<file path="src/rtl/tinysoc_seq.sv">
// tinysoc_seq: boot-load and run-control sequencer for the tinysoc 4-bit CPU.
// Fills the instruction memory from a narrow pin bus, two half-words per
// instruction, then gates the CPU enable in free-run or single-step mode.
// It halts on the reserved 11x opcodes and counts executed instructions.
module tinysoc_seq #(
  parameter int IMEM_AW = 3,
  parameter int HALF_W  = 6,
  parameter int CNT_W   = 8
) (
  input  logic                  clk,
  input  logic                  rst,
  input  logic [HALF_W-1:0]     ld_data,
  input  logic                  ld_valid,
  input  logic                  free_run,
  input  logic                  step_req,
  input  logic [2*HALF_W-1:0]   cpu_instr,
  output logic [IMEM_AW-1:0]    imem_w_addr,
  output logic [2*HALF_W-1:0]   imem_w_data,
  output logic                  imem_wr,
  output logic                  cpu_en,
  output logic                  loaded,
  output logic                  halted,
  output logic [CNT_W-1:0]      icount
);

  typedef enum logic [2:0] {
    LOAD_LO,
    LOAD_HI,
    IDLE,
    RUN,
    STEP,
    HALT
  } state_t;

  localparam logic [IMEM_AW-1:0] LAST_ADDR = {IMEM_AW{1'b1}};

  state_t              state;
  logic [IMEM_AW-1:0]  addr_q;
  logic [HALF_W-1:0]   lo_reg;
  logic                step_q;
  logic                step_edge;
  logic                halt_op;
  logic                unused_instr_bits;

  // Counter increment that sticks at all-ones instead of wrapping.
  function automatic logic [CNT_W-1:0] sat_inc(input logic [CNT_W-1:0] v);
    return (&v) ? v : v + 1'b1;
  endfunction

  // Only the two top instruction bits matter for halt detection; opcode
  // types 110 and 111 both land in the 11 prefix.
  assign halt_op           = (cpu_instr[2*HALF_W-1 -: 2] == 2'b11);
  assign unused_instr_bits = ^cpu_instr[2*HALF_W-3:0];

  // A held step_req must produce only one step, so act on its rising edge.
  assign step_edge = step_req & ~step_q;

  // Write port is driven straight from the pins so the high half and the
  // write strobe land in the same cycle; the address is the word counter.
  assign imem_w_addr = addr_q;
  assign imem_w_data = {ld_data, lo_reg};

  // Combinational strobes: memory write in LOAD_HI, CPU enable in RUN/STEP
  // with the halt opcode masked in the same cycle it is presented.
  always_comb begin
    imem_wr = 1'b0;
    cpu_en  = 1'b0;
    case (state)
      LOAD_HI: imem_wr = ld_valid;
      RUN:     cpu_en  = free_run & ~halt_op;
      STEP:    cpu_en  = ~halt_op;
      default: begin
        imem_wr = 1'b0;
        cpu_en  = 1'b0;
      end
    endcase
  end

  // Sequencer state, load bookkeeping, status flags and executed count.
  always_ff @(posedge clk) begin
    if (rst) begin
      state  <= LOAD_LO;
      addr_q <= '0;
      lo_reg <= '0;
      step_q <= 1'b0;
      loaded <= 1'b0;
      halted <= 1'b0;
      icount <= '0;
    end else begin
      step_q <= step_req;

      if (cpu_en) begin
        icount <= sat_inc(icount);
      end

      case (state)
        LOAD_LO: begin
          if (ld_valid) begin
            lo_reg <= ld_data;
            state  <= LOAD_HI;
          end
        end

        LOAD_HI: begin
          if (ld_valid) begin
            if (addr_q == LAST_ADDR) begin
              loaded <= 1'b1;
              state  <= IDLE;
            end else begin
              addr_q <= addr_q + 1'b1;
              state  <= LOAD_LO;
            end
          end
        end

        IDLE: begin
          // free_run takes precedence; a coincident step edge is dropped.
          if (free_run) begin
            state <= RUN;
          end else if (step_edge) begin
            state <= STEP;
          end
        end

        RUN: begin
          if (halt_op) begin
            halted <= 1'b1;
            state  <= HALT;
          end else if (!free_run) begin
            state <= IDLE;
          end
        end

        STEP: begin
          if (halt_op) begin
            halted <= 1'b1;
            state  <= HALT;
          end else begin
            state <= IDLE;
          end
        end

        HALT: begin
          state <= HALT;
        end

        default: begin
          state <= LOAD_LO;
        end
      endcase
    end
  end

endmodule

</file>
<file path="config.mk">
export PLATFORM = sky130hd
export DESIGN_NAME = tinysoc_seq
export DESIGN_NICKNAME = d
export VERILOG_FILES = /design/src/rtl/tinysoc_seq.sv
export SDC_FILE = /design/constraint.sdc
export NUM_CORES = 1
export LEC_CHECK = 0
export BUFFER_PORTS_ARGS = -buffer_cell sky130_fd_sc_hd__buf_2
export CORE_MARGIN = 1
export CORE_UTILIZATION = 50
export DETAILED_ROUTE_END_ITERATION = 8
export PLACE_DENSITY_LB_ADDON = 0.2
export SYNTH_ARGS = -nofsm -noshare
export SYNTH_HDL_FRONTEND = slang
export SYNTH_SLANG_ARGS = --single-unit
</file>
<file path="constraint.sdc">
create_clock -name clk -period 3.45 [get_ports clk]
set_clock_uncertainty 0.2 [all_clocks]
set_input_delay 0.1725 -clock clk [delete_from_list [all_inputs] [get_ports clk]]
set_output_delay 0.1725 -clock clk [all_outputs]
set_load 0.01 [all_outputs]
</file>
==> results of run 1 <==
-- routing by layer --
layer,up-vias,wire (µm)
met1,510,1165
met5,-,0
met2,31,1112
met4,0,48
met3,5,101
li1,550,-
-- logic make-up after synthesis --
family / count (synthesis)
compound gates: 31
buf+inv: 14
xor+xnor: 1
fa+ha+maj: 3
simple gates: 50
mux: 11
flops: 23
-- final timing paths --
kind	to	slack, ns	depth (start not counted)	from
max	cpu_en	1.22	4	state[2]$_SDFFE_PP0P_
min	halted$_SDFFE_PP0P_	0.07	2	rst
max reg2reg	icount[4]$_SDFFE_PP0P_	1.26	4	state[2]$_SDFFE_PP0P_
min reg2reg	halted$_SDFFE_PP0P_	0.29	2	halted$_SDFFE_PP0P_
-- stage by stage --
stage                     hold slack [ns]  area, µm²
after floorplan                    0.1007       1177
final                             0.06649       1438
after global routing              0.07107       1438
after detailed placement           0.2281       1340
after CTS                         0.06358       1438
after global placement             0.2064       1340
-- cell usage in the layout (no fill, tap or decap), types with 2 or more instances in the layout --
master,n
mux2i_1,9
clkbuf_4,3
nor2b_1,5
a21oi_1,10
nor2_1,18
buf_2,39
nand2b_1,3
and3_1,2
nor3_1,4
inv_1,2
a211oi_1,4
o21bai_1,2
ha_1,3
dlygate4sd3_1,7
a31oi_1,2
mux2_2,2
o21ai_0,6
dfxtp_1,23
a221o_1,2
nand2_1,6
nand3_1,4
-- cell usage after synthesis (2+ instances only) --
cell	instances	share of area, %
a31oi_1	2	1.1
ha_1	3	3.2
buf_4	6	3.8
nand2_1	6	1.9
mux2i_1	9	7.7
mux2_2	2	1.9
nand2b_1	3	1.6
nand3_1	4	1.7
a221o_1	2	1.7
dfxtp_1	23	39
and3_1	2	1.1
nor2b_1	5	2.7
nor2_1	18	5.7
a21oi_1	10	4.3
inv_1	2	0.64
a211oi_1	4	2.6
nor3_1	4	1.7
o21bai_1	2	1.3
buf_2	3	1.3
o21ai_0	6	2.6
clkbuf_1	2	0.64
-- power by group --
part | switching, mW | internal [mW]
Combinational | 0.0525 | 0.0554
Clock | 0.0824 | 0.0435
Sequential | 0.0211 | 0.281
Total | 0.156 | 0.379
-- worst reg2reg max path, stage by stage (launching register included) --
cell and delay, ns:
dfxtp_1 0.56, or3b_4 0.44, a21o_1 0.26, or4_1 0.51
a21oi_1 0.15
-- layout make-up --
type,count,area [µm²]
clock inverter,1,5.005
tap,28,35.03
clock buffer,3,22.52
timing repair buffer,46,265.3
sequential,23,460.4
inverter,3,11.26
fill,201,774.5
multi-input combinational,96,638.1
==> results.json, run 1 <==
{
  "status": "completed",
  "grt_pass1_vias": 923,
  "slew_headroom_pct": 61.33,
  "syn_area_per_cell_um2": 8.852,
  "synth_compound_area_share_pct": 17.22,
  "dp_slack_ns": 1.305,
  "hold_violations": 0,
  "finalSetupViolations": 0,
  "vias": 1096,
  "final_util_pct": 64.99,
  "met1_usage_pct": 26.73,
  "crit_chain": "or3b_4 > a21o_1 > inv_2 > buf_2",
  "layout_min_cycle_time_ns": 2.233,
  "cts_setup_buffers": 0,
  "cts_made_buffers": 3,
  "cts.sinks": 23,
  "synth_nets": 159,
  "die_w_um": 50.53,
  "synthFlopType": "dfxtp_1",
  "p_total_mw": 0.5354,
  "largest_reg_flops": 8,
  "grt_pass1_wl_mm": 3.933,
  "holdBufCountCts": 7,
  "final_cells": 200,
  "place_congestion": 0.7994,
  "max_cap_violations": 0,
  "start_util_pct": 53.22,
  "wl_per_cell_um": 12.14,
  "post-dp-hpwl_mm": 1.647,
  "postCtsResizedCells": 0,
  "yosys_warnings": 0,
  "diodes": 0,
  "synthToLayoutAreaGrowth_pct": 22.10,
  "nets": 199,
  "grt_max_degree": 26,
  "ir_worst_vdd_mv": 0.2871,
  "rsz0062_at_grt": "false",
  "tns_ns": 0,
  "final_antenna_net_count": 0,
  "synth_seq_area_share_pct": 39.11,
  "cts_buffer_depth": 2,
  "core_um2": 2212,
  "slowest_delay_ns": 0.56,
  "crit_buf_inv": 2,
  "synth_top_family_by_area": "simple AND/OR/NAND/NOR gates",
  "clkSlewWorstSetupHoldPaths_ns": 0.13,
  "path_delay_family": "flip-flops",
  "tightest_slew_ns": 0.5776,
  "dieArea_um2": 2553,
  "clk_latency_ns": 0.32,
  "antenna_found_initial": 0,
  "powerDensity_nw_per_um2": 372.4,
  "worst_path_max_delay_cell": "dfxtp_1",
  "synthArstFlopShare_pct": 0,
  "synthMuxAreaShare_pct": 9.564,
  "grt_usage_pct": 20.34,
  "numPortBuffers": 39,
  "fin_crit_sh_pct": 64.74,
  "end_kind": "output port",
  "yosysUniqueCellTypes": 36,
  "drc": 0,
  "slew_viol_final": 0,
  "hp-class": "primary input to flop",
  "drive_above_1_share_pct": 29.07,
  "firstDrtPassIters": 4,
  "grt-busiest-layer": "met2",
  "syn_area_um2": 1177,
  "synth-simple-area-share_pct": 23.49,
  "cts_root_buffer": "clkbuf_4",
  "syn_inst": 133,
  "rows": 17,
  "vias_per_cell": 5.480,
  "finalWirelength_mm": 2.427,
  "start_kind": "flop",
  "grt.met2_usage_pct": 32.22,
  "placed_cells": 189,
  "cts.htree.levels": 1,
  "max_freq_ghz": 0.4478,
  "cp_data_arrival_time_ns": 1.86,
  "synth-xor-area-share_pct": 0.7439,
  "p_leak_nw": 0.6547,
  "synth-seq-cells": 23,
  "synth_fa_ha_area_share_pct": 3.188,
  "fin_ws_ns": 1.217,
  "overflow": 0,
  "required_ns": 3.08,
  "drtIter0Drc": 19,
  "synth_edf_count": 0,
  "die_y_um": 50.53,
  "path_max_fanout": 11,
  "ios": 50,
  "use_met3_pct": 1.818,
  "cts_tree": "yes",
  "critPathKind": "flop to output port"
}
Note: power is estimated with default switching activity, not from simulation.
==> run 2, diff against run 1 <==
CORE_UTILIZATION = 46   (was 50)
clock period = 2.1 ns   (was 3.45 ns; I/O delays follow)
==> run 2 against run 1 <==
Non-clock buffer count rose by 5. Register-to-register slack got worse by 1.1 ns. Total power rose by 67%. Die area rose by 8.3%. First-iteration DRC count rose by 42%. Via count rose by 0.55%. Sequential power rose by 58%. Clock-buffer cell count did not move. Highest routed layer unchanged.
==> results.json, run 2 (same netlist as run 1, synthesis figures left out) <==
{
  "powerDensity_nw_per_um2": 605.7,
  "crit-reg2reg-launch": "state[1]$_SDFFE_PP0P_",
  "p_leak_nw": 0.6802,
  "hold_start": "free_run",
  "cts_buffer_depth": 2,
  "ios": 50,
  "core_um2": 2318,
  "clk_latency_ns": 0.31,
  "vias_per_cell": 5.376,
  "grt_pass1_vias": 973,
  "finalSetupViolations": 0,
  "most-common-layout-cells": "39 x buf_2, 23 x dfxtp_1, 18 x nor2_1",
  "place_congestion": 0.8504,
  "die_y_um": 52.59,
  "antenna_found_initial": 0,
  "largest_reg_flops": 8,
  "finalWirelength_mm": 2.572,
  "rrSetupSlack_ns": 0.13,
  "rsz0062_at_grt": "false",
  "max_cap_violations": 0,
  "fill_cells": 207,
  "ir_worst_vdd_mv": 0.6678,
  "fin_crit_sh_pct": 93.71,
  "dieArea_um2": 2766,
  "cts.htree.levels": 1,
  "slew_headroom_pct": 62.92,
  "post-dp-hpwl_mm": 1.826,
  "grt_pass1_wl_mm": 4.153,
  "holdPathEnd": "state[1]$_SDFFE_PP0P_",
  "p_total_mw": 0.8950,
  "cp_data_arrival_time_ns": 2.02,
  "critPathKind": "flop to flop",
  "firstDrtPassIters": 4,
  "stdcell_area_um2": 1478,
  "hold_violations": 0,
  "holdWs_ns": 0.03292,
  "drt-met1-wl_mm": 1.209,
  "grt_usage_pct": 20.22,
  "clkSlewWorstSetupHoldPaths_ns": 0.13,
  "drive_above_1_share_pct": 30.51,
  "synthToLayoutAreaGrowth_pct": 25.51,
  "start_kind": "flop",
  "r2r_end": "icount[4]$_SDFFE_PP0P_",
  "numPortBuffers": 39,
  "final_util_pct": 63.73,
  "hp-class": "primary input to flop",
  "met2_length_mm": 1.227,
  "end_kind": "flop",
  "max_freq_ghz": 0.5082,
  "layout_min_cycle_time_ns": 1.968,
  "cts_made_buffers": 3,
  "required_ns": 2.15,
  "path_max_fanout": 6,
  "vias": 1102,
  "final_antenna_net_count": 0,
  "tightest_slew_ns": 0.5538,
  "r2r_cells": 4,
  "overflow": 0,
  "final_common_cell": "buf_2",
  "drtIter0Drc": 27,
  "rows": 17,
  "cts_root_buffer": "clkbuf_4",
  "wl_per_cell_um": 12.55,
  "drc": 0,
  "status": "completed",
  "start_util_pct": 50.78,
  "nets": 204,
  "slew_viol_final": 0,
  "min_path_cells": 4,
  "met3_length_um": 123,
  "die_w_um": 52.59,
  "diodes": 0,
  "dpl-instance-area_um2": 1370,
  "cts.sinks": 23,
  "top_layer": "met4",
  "cts_tree": "yes",
  "tns_ns": 0,
  "grt_max_degree": 26
}
-- run 2: changes by cell type in the layout (fill, tap and decap cells not counted), sizes merged --
cell,previous run,this run
dlygate4sd3,7,8
buf,39,43
-- run 2: report_power, final --
part           internal, mW  total (mW)  leakage, nW  switching (mW)
sequential            0.461       0.477        0.187          0.0157
combinational         0.101       0.210        0.475           0.109
clock                0.0711       0.208       0.0177           0.137
-- run 2: metal layers --
layer / track usage [%] / up-vias
li1: - / 564
met1: 26.58 / 508
met2: 32.70 / 28
met3: 4.058 / 2
met4: 6.579 / 0
met5: 0 / -
-- run 2: worst max-delay path, cell delays in order, from the launching register on --
cell     delay, ns
dfxtp_1       0.39
or3b_4        0.40
a21o_1        0.26
or4_1         0.51
a21oi_1       0.15
-- run 2: final cells by class --
| type | count | area (µm²) | share of cell area (%) |
|---|---|---|---|
| clock buffer | 3 | 22.52 | 1.524 |
| multi-input combinational | 96 | 638.1 | 43.18 |
| tap | 28 | 35.03 | 2.371 |
| inverter | 3 | 11.26 | 0.7621 |
| timing repair buffer | 51 | 305.3 | 20.66 |
| sequential | 23 | 460.4 | 31.16 |
| clock inverter | 1 | 5.005 | 0.3387 |
-- run 2: what timing repair did --
action                                  CTS  global route
resized for setup                         0             0
endpoints found under the hold margin     9             0
buffers inserted                          0             0
endpoints found under the setup margin    0             0
hold buffers                              8             0
-- run 2: worst max path at each step --
stage                                     start                      to  slack (ns)
after global routing      state[1]$_SDFFE_PP0P_  icount[4]$_SDFFE_PP0P_        0.08
after CTS                 state[1]$_SDFFE_PP0P_  icount[4]$_SDFFE_PP0P_        0.13
after global placement    state[1]$_SDFFE_PP0P_  icount[4]$_SDFFE_PP0P_        0.18
after detailed placement  state[1]$_SDFFE_PP0P_  icount[4]$_SDFFE_PP0P_        0.16
after floorplan           state[1]$_SDFFE_PP0P_  icount[4]$_SDFFE_PP0P_        0.27
final                     state[1]$_SDFFE_PP0P_  icount[4]$_SDFFE_PP0P_        0.13
-- run 2: stage by stage --
step	cells	setup slack, ns
floorplan	133	0.2727
global placement	193	0.1840
detailed placement	193	0.1631
CTS	205	0.1308
global route	205	0.08061
finish	205	0.1321
==> run 3, diff against run 2 <==
CORE_UTILIZATION = 30   (was 46)
CTS_BUF_LIST = sky130_fd_sc_hd__clkbuf_8   (was default)
==> run 3 against run 2 <==
First-iteration DRC count up 100%. Register-to-register slack is essentially flat. Sequential power about the same. Sequential share of layout area shrank 0.82 points. Maximum frequency is 0.21% lower. Hold slack better by 0.041 ns. Core utilization shrank 23 points. Combinational power is essentially flat. Critical endpoint unchanged. Clock power increased by 26%. Non-clock buffer count did not move. Final area rose by 2.7%. Wire length is 8.3% higher.
==> results.json, run 3 (same netlist as run 1, synthesis figures left out) <==
{
  "drtIter0Drc": 55,
  "nets": 204,
  "core_um2": 3716,
  "max_cap_violations": 0,
  "slew_viol_final": 0,
  "most-common-layout-cells": "39 x buf_2, 23 x dfxtp_1, 18 x nor2_1",
  "wl_per_cell_um": 12.38,
  "holdPathEnd": "halted$_SDFFE_PP0P_",
  "diodes": 0,
  "rrSetupSlack_ns": 0.13,
  "grt-busiest-layer": "met2",
  "final_cells": 225,
  "grt.met2_usage_pct": 25.53,
  "hold_violations": 0,
  "firstDrtPassIters": 4,
  "crit-reg2reg-launch": "state[1]$_SDFFE_PP0P_",
  "rows": 22,
  "min_path_cells": 2,
  "required_ns": 2.09,
  "slew_headroom_pct": 59.87,
  "finalWirelength_mm": 2.786,
  "layout_min_cycle_time_ns": 1.972,
  "hp-class": "primary input to flop",
  "overflow": 0,
  "largest_reg_flops": 8,
  "hold_start": "rst",
  "r2r_end": "icount[4]$_SDFFE_PP0P_",
  "vias_per_cell": 4.996,
  "use_met3_pct": 3.345,
  "vias": 1124,
  "finalSetupViolations": 0,
  "rsz0062_at_grt": "false",
  "ir_worst_vdd_mv": 0.2867,
  "regArea_um2": 460.4,
  "drc": 0,
  "fin_crit_sh_pct": 93.91,
  "synthToLayoutAreaGrowth_pct": 28.91,
  "fill_cells": 397,
  "clkSlewWorstSetupHoldPaths_ns": 0.08,
  "cts_root_buffer": "clkbuf_8",
  "cts_made_buffers": 3,
  "start_util_pct": 31.68,
  "clk_latency_ns": 0.26,
  "final_antenna_net_count": 0,
  "start_kind": "flop",
  "dpl-instance-area_um2": 1403,
  "grt_max_degree": 26,
  "grt_pass1_wl_mm": 4.636,
  "cts.sinks": 23,
  "antenna_found_initial": 0,
  "numPortBuffers": 39,
  "met1_usage_pct": 16.18,
  "post-dp-hpwl_mm": 2.027,
  "r2r_cells": 4,
  "ios": 50,
  "p_leak_nw": 0.6906,
  "dieArea_um2": 4179,
  "grt_usage_pct": 14.15,
  "stdcell_area_um2": 1518,
  "die_y_um": 64.65,
  "path_max_fanout": 6,
  "placed_cells": 214,
  "die_w_um": 64.65,
  "drive_above_1_share_pct": 30.51,
  "critPathKind": "flop to flop",
  "grt_pass1_vias": 1104,
  "tns_ns": 0,
  "place_congestion": 0.8020,
  "multi_input_area_um2": 638.1,
  "final_common_cell": "buf_2",
  "cts_tree": "yes",
  "cts.htree.levels": 1,
  "max_freq_ghz": 0.5071,
  "status": "completed",
  "end_kind": "flop",
  "tightest_slew_ns": 0.5994,
  "cts_buffer_depth": 2,
  "cp_data_arrival_time_ns": 1.96,
  "powerDensity_nw_per_um2": 627.6,
  "cts_setup_buffers": 0,
  "final_util_pct": 40.84
}
-- run 3: worst max-delay path: stages (launching register included) --
cell and delay [ns]:
dfxtp_1 0.36, or3b_4 0.40, a21o_1 0.26, or4_1 0.52
a21oi_1 0.16
-- run 3: layer usage --
layer / routed length, µm / share of wire (%) / vias to the layer above
li1: - / - / 559
met1: 1164 / 42 / 527
met2: 1416 / 51 / 34
met3: 177 / 6.4 / 4
met4: 27 / 0.97 / 0
met5: 0 / 0 / -
-- run 3: worst max-delay path by stage --
stage | from | endpoint | cells after the start
floorplan | state[1]$_SDFFE_PP0P_ | icount[4]$_SDFFE_PP0P_ | 4
global placement | state[1]$_SDFFE_PP0P_ | icount[4]$_SDFFE_PP0P_ | 4
detailed placement | state[1]$_SDFFE_PP0P_ | icount[4]$_SDFFE_PP0P_ | 4
CTS | state[1]$_SDFFE_PP0P_ | icount[4]$_SDFFE_PP0P_ | 4
global route | state[1]$_SDFFE_PP0P_ | icount[4]$_SDFFE_PP0P_ | 4
finish | state[1]$_SDFFE_PP0P_ | icount[4]$_SDFFE_PP0P_ | 4
-- run 3: metrics by stage --
stage               setup WS [ns]  power [mW]  hold slack, ns
finish                     0.1279      0.9525         0.07354
floorplan                  0.2727      0.6250         0.03318
global placement           0.1990      0.6822          0.1404
CTS                        0.1180      0.9688         0.07576
detailed placement         0.1353      0.6889          0.1468
global route              0.05010       1.014          0.1027
-- run 3: where the power goes --
| group | switching (mW) | internal [mW] | total, mW |
|---|---|---|---|
| logic | 0.111 | 0.103 | 0.213 |
| registers | 0.0151 | 0.461 | 0.476 |
| clock network | 0.133 | 0.130 | 0.263 |
-- run 3: final cells by class --
type	count	share of cell area [%]
inverter	3	0.7420
sequential	23	30.34
clock buffer	3	2.721
tap	48	3.957
multi-input combinational	96	42.04
timing repair buffer	51	19.95
clock inverter	1	0.2473
-- run 3: timing repair --
action | in CTS | in global routing
hold buffers | 7 | 0
setup endpoints to repair | 0 | 0
hold endpoints to repair | 7 | 0
resized for setup | 0 | 0
